==> src/rtl/thread_sel_pkg.sv <==
// Shared definitions for the thread mask serializer.
//   state_t   : serializer control states (IDLE waits for a mask, ISSUE hands out IDs)
//   MODE_LSB  : fixed priority, lowest thread ID first
//   MODE_RR   : round-robin, search resumes just after the last issued ID
package thread_sel_pkg;

   typedef enum logic {
      IDLE  = 1'b0,
      ISSUE = 1'b1
   } state_t;

   localparam int MODE_LSB = 0;
   localparam int MODE_RR  = 1;

endpackage

==> src/rtl/rotating_priority_encoder.sv <==
// Combinational rotating priority encoder.
// Finds the first set bit of 'mask' at or above 'start', wrapping from
// WIDTH-1 back to 0.
//   mask   in  WIDTH      request bits
//   start  in  IDX_WIDTH  position where the search begins
//   index  out IDX_WIDTH  first set bit found (0 when none)
//   found  out 1          at least one bit of mask is set
module rotating_priority_encoder #(
   parameter int WIDTH     = 32,
   parameter int IDX_WIDTH = $clog2(WIDTH)
) (
   input  logic [WIDTH-1:0]     mask,
   input  logic [IDX_WIDTH-1:0] start,
   output logic [IDX_WIDTH-1:0] index,
   output logic                 found
);

   logic [2*WIDTH-1:0] doubled;
   logic [2*WIDTH-1:0] masked;
   int                 pos;
   int                 wrapped;

   // The mask is duplicated so that a single upward scan covers the wrap.
   // Bits of the lower copy below 'start' are removed by a thermometer, so
   // the lowest surviving bit is the first request at or after 'start'.
   always_comb begin
      doubled = {mask, mask};
      masked  = '0;
      found   = 1'b0;
      pos     = 0;
      for (int i = 0; i < 2*WIDTH; i++) begin
         masked[i] = doubled[i] & (i >= int'(start));
      end
      for (int i = 2*WIDTH-1; i >= 0; i--) begin
         if (masked[i]) begin
            found = 1'b1;
            pos   = i;
         end
      end
      wrapped = (pos >= WIDTH) ? (pos - WIDTH) : pos;
      index   = IDX_WIDTH'(wrapped);
   end

endmodule

==> src/rtl/thread_mask_serializer.sv <==
// Thread mask serializer: accepts an active-thread mask and issues the ID of
// every set bit, one per cycle, over a valid/ready interface.
//   clk        in   clock, all state on rising edge
//   rst_n      in   synchronous reset, active low
//   flush      in   synchronous abort of the pending mask (no done pulse)
//   in_valid   in   mask offered
//   in_mask    in   thread mask, bit i = thread i
//   in_ready   out  block can accept a mask (IDLE)
//   out_valid  out  out_id valid (ISSUE)
//   out_ready  in   sink accepts out_id
//   out_id     out  thread ID being issued
//   out_last   out  out_id is the final set bit of the mask
//   out_count  out  IDs still pending, including out_id
//   done       out  one-cycle pulse once a mask is fully issued
module thread_mask_serializer
   import thread_sel_pkg::*;
#(
   parameter int INPUT_WIDTH  = 32,
   parameter int OUTPUT_WIDTH = $clog2(INPUT_WIDTH),
   parameter int COUNT_WIDTH  = $clog2(INPUT_WIDTH + 1),
   parameter int RR_MODE      = MODE_LSB
) (
   input  logic                    clk,
   input  logic                    rst_n,
   input  logic                    flush,
   input  logic                    in_valid,
   input  logic [INPUT_WIDTH-1:0]  in_mask,
   output logic                    in_ready,
   output logic                    out_valid,
   input  logic                    out_ready,
   output logic [OUTPUT_WIDTH-1:0] out_id,
   output logic                    out_last,
   output logic [COUNT_WIDTH-1:0]  out_count,
   output logic                    done
);

   state_t                  state, state_next;
   logic [INPUT_WIDTH-1:0]  pending, pending_next;
   logic [OUTPUT_WIDTH-1:0] ptr, ptr_next;
   logic                    done_next;
   logic [OUTPUT_WIDTH-1:0] first_idx;
   logic                    first_found;

   rotating_priority_encoder #(
      .WIDTH     (INPUT_WIDTH),
      .IDX_WIDTH (OUTPUT_WIDTH)
   ) u_encoder (
      .mask  (pending),
      .start (ptr),
      .index (first_idx),
      .found (first_found)
   );

   // Every output is a function of registered state only, so nothing on the
   // input side can ripple combinationally through to the sink.
   always_comb begin
      out_count = '0;
      for (int i = 0; i < INPUT_WIDTH; i++) begin
         out_count = out_count + COUNT_WIDTH'(pending[i]);
      end
      in_ready  = (state == IDLE);
      out_valid = (state == ISSUE);
      out_id    = first_found ? first_idx : '0;
      out_last  = (out_count == COUNT_WIDTH'(1));
   end

   // Next-state logic. Flush wins over any handshake and blocks capture of a
   // mask offered in the same cycle. A zero mask is consumed in IDLE and only
   // produces the done pulse.
   always_comb begin
      state_next   = state;
      pending_next = pending;
      ptr_next     = ptr;
      done_next    = 1'b0;
      if (flush) begin
         state_next   = IDLE;
         pending_next = '0;
      end else begin
         case (state)
            IDLE: begin
               if (in_valid) begin
                  pending_next = in_mask;
                  if (|in_mask) begin
                     state_next = ISSUE;
                  end else begin
                     done_next = 1'b1;
                  end
               end
            end
            ISSUE: begin
               if (out_ready) begin
                  pending_next[out_id] = 1'b0;
                  if (RR_MODE == MODE_RR) begin
                     ptr_next = (out_id == OUTPUT_WIDTH'(INPUT_WIDTH - 1)) ?
                                '0 : out_id + 1'b1;
                  end
                  if (out_last) begin
                     state_next = IDLE;
                     done_next  = 1'b1;
                  end
               end
            end
            default: state_next = IDLE;
         endcase
      end
   end

   // State register; the round-robin pointer survives flushes and is only
   // cleared by reset.
   always_ff @(posedge clk) begin
      if (!rst_n) begin
         state   <= IDLE;
         pending <= '0;
         ptr     <= '0;
         done    <= 1'b0;
      end else begin
         state   <= state_next;
         pending <= pending_next;
         ptr     <= ptr_next;
         done    <= done_next;
      end
   end

endmodule

==> config.mk <==
export PLATFORM = sky130hd
export DESIGN_NAME = thread_mask_serializer
export DESIGN_NICKNAME = d
export VERILOG_FILES = /design/src/rtl/thread_sel_pkg.sv /design/src/rtl/rotating_priority_encoder.sv /design/src/rtl/thread_mask_serializer.sv
export SDC_FILE = /design/constraint.sdc
export NUM_CORES = 1
export LEC_CHECK = 0
export BUFFER_PORTS_ARGS = -buffer_cell sky130_fd_sc_hd__buf_2
export CORE_MARGIN = 5
export CORE_UTILIZATION = 40
export CTS_BUF_LIST = sky130_fd_sc_hd__clkbuf_4
export DETAILED_ROUTE_END_ITERATION = 16
export HOLD_SLACK_MARGIN = 0.12
export SYNTH_ARGS = -nofsm -noshare
export SYNTH_HDL_FRONTEND = slang
export SYNTH_SLANG_ARGS = --single-unit
==> constraint.sdc <==
create_clock -name clk -period 7.59 [get_ports clk]
set_clock_uncertainty 0.1 [all_clocks]
set_input_delay 0.3795 -clock clk [delete_from_list [all_inputs] [get_ports clk]]
set_output_delay 0.3795 -clock clk [all_outputs]
set_load 0.005 [all_outputs]
==> impl_results.md <==
- # DRC: 0
- Routed length on met2: 4.44 mm
- Post-synthesis cell count: 405
- Clock buffer depth: 2
- Final Hold Viols: 0
- GR Util All Layers: 0.198
- Final setup TNS: 0 ps
- CTS H-tree lvls: 2
- Hold-fix buffers, CTS: 0
- Num CTS Buffers: 5
- Core area: 7690 µm²
- Top Ports: 52
- Leakage Power: 1.49 nW
- Register area share after synthesis: 0.216
- Post-Route WL: 9.53 mm
- Clock sinks: 34
- WL met1: 4.47 mm
- Starting DRT DRC Count: 236
- Crit-path cells: fa_1 > fa_1 > fa_1 > inv_1 > fa_1 > fa_1 > fa_1 > inv_1 > ha_1 > a21o_1 > a21oi_1 > a22oi_1 > nor3_1 > buf_2
- Worst path max stage delay: 610 ps
- Die X-Extent: 98.7 µm
- Area Overhead vs Synth: 12.1%
- Max-slew violation count: 0
- Starting Density: 0.409
- Hold crit path type: primary input to flop
- Outcome: finished, final reports clean
- Synth async-reset ratio: 0
- EDFF count, synth: 0
- Full die area: 9730 µm²
- HPWL after DPL: 7.52 mm
- GP Congestion: 0.882
- Clk pin slew, worst setup/hold paths: 110 ps
- Clock root cell: clkbuf_4
- Crit-path slowest cell: fa_1
- Synth top area share: 0.216
- Drt first pass iters: 5
- Area of placed instances: 3470 µm²
- Worst vdd ir: 71.3 µV
- CTS tree: built
- RSZ-0062 raised after global routing: no
- Overflow left after global routing: 0
- Post-CTS sizing: 0
- Top cells by area in the synthesized netlist: dfxtp_1 (22%), fa_1 (15%), nand2_1 (6.9%)
- Routed wl met3: 536 µm
- Cell class contributing the biggest share of worst-path delay: adder cells
- Fillcell total: 782
- Fin nets: 514
- Beginning of the worst hold path: out_ready
- Critical Path AT: 5440 ps
- Most used cell, CP: fa_1
- Final core utilization: 0.458
- Ys Warns: 0
- Die Y: 98.7 µm
- Mean Syn Cell Area: 7.76 µm²
- CP max FO: 10
- Largest net degree at the start of global routing: 46
- Max_cap viols: 0
- Main flop type after synthesis: dfxtp_1
- Setup violations, final: 0
- Max Freq: 0.169 GHz
- Unique masters post-synth: 48
- Worst slew pin tran: 1170 ps
- CP bufs+invs: 3
- Fraction of layout cells with a size suffix above 1: 0.161
- PD cells: 162 nW/µm²
- Top layer in use: met4
- Critical path type: flop to output port
- Vias: 3131
- Post-CTS setup buffer count: 0
- Vias in the first global route: 3048
- Reg-to-reg critical path startpoint: pending[11]
- Routed vias/inst: 5.70
- Number of synthesized register bits: 34
- Initial antenna violation count: 0
- IO buf count: 51
- Row count: 32
- DP Cell Count: 541
- Antenna viol nets, final: 0
- Critical Path RT: 7110 ps
- First-pass GRT wire length: 15.7 mm
- Leading area contributor after synthesis: dfxtp_1
- Critical path startpoint: pending[11]
- Avg WL per Cell: 17.4 µm
- Cell Area, Synth: 3140 µm²
- Slew HR: 0.217
- Final Cell Area: 3520 µm²
- Most frequent cells in the layout: nand2_1 (58), buf_2 (51), inv_1 (44)
- Commonest non-fill, non-tap cell in the layout: nand2_1
- Synth Net Count: 473
- CP endpoint kind: output port
- Clk_lat worst skew: 350 ps
- Layout Cells excl Fill: 549
- Diode count: 0
- CP startpoint kind: flop
- Shortest period the worst path allows: 5920 ps
- Tcrit/Tclk final: 0.780
-- kinds of logic after synthesis --
family,after synthesis,share of synthesized area
simple gates,148,0.253
fa+ha+maj,31,0.181
buf+inv,62,0.0756
compound gates,122,0.250
mux,5,0.0159
flops,34,0.216
xor+xnor,3,0.00836
-- cell usage after synthesis (all sizes together), types with 2 or more instances --
cell and number:
a2111oi 2, a211oi 7, a21o 3, a21oi 25, a221oi 4, a311oi 8, a31oi 10, a32oi 2
and2 3, buf 2, clkbuf 16, dfxtp 34, fa 24, ha 7, inv 44, mux2i 5
nand2 58, nand2b 5, nand3 4, nand4 4, nor2 31, nor2b 8, nor3 6, nor4 20
o211ai 2, o21a 9, o21ai 40, o31a 4, o41ai 2, or4 3, xnor2 3
-- power by group --
| group | total, mW | internal [mW] | switching [mW] |
|---|---|---|---|
| clock network | 0.103 | 0.0345 | 0.0683 |
| registers | 0.199 | 0.185 | 0.0139 |
| logic | 0.270 | 0.112 | 0.158 |
-- final timing paths --
kind / to / slack (ps) / depth (start not counted)
max: out_last / 1670 / 14
min: out_valid / 140 / 2
max reg2reg: done / 2270 / 14
min reg2reg: out_valid / 500 / 1
-- routing by layer --
| layer | GRT usage | vias to the layer above |
|---|---|---|
| met5 | 0 | - |
| met1 | 0.290 | 1508 |
| met4 | 0.0431 | 0 |
| li1 | - | 1513 |
| met3 | 0.0276 | 8 |
| met2 | 0.311 | 102 |
-- state kept, by name (all words and copies together) (netlist names) --
| register | flops |
|---|---|
| out_valid | 1 |
| done | 1 |
| pending | 32 |
-- worst register-to-register path, stage by stage, from the launching register on --
cell     delay [ps]
dfxtp_1         580
fa_1            490
fa_1            410
fa_1            540
inv_1            50
fa_1            470
fa_1            520
fa_1            610
inv_1            60
ha_1            290
a21o_1          150
a21oi_1         320
a22oi_1         170
o41ai_1         330
and2_1          170
-- metrics by stage --
step	setup WS (ps)	hold WS, ps	power [mW]
final	1670	135	0.572
after global routing	1340	156	0.618
after CTS	1630	135	0.578
after detailed placement	2020	472	0.476
after global placement	2140	467	0.470
after floorplan	2420	388	0.382
-- area by class of cell --
cell class / count / area, µm² / share of cell area
timing repair buffer: 52 / 263 / 0.0746
clock inverter: 3 / 16.3 / 0.00462
inverter: 44 / 165 / 0.0469
tap: 102 / 128 / 0.0362
multi-input combinational: 309 / 2230 / 0.634
sequential: 34 / 681 / 0.193
clock buffer: 5 / 37.5 / 0.0107
No activity file was read; power rests on OpenSTA's default activity.
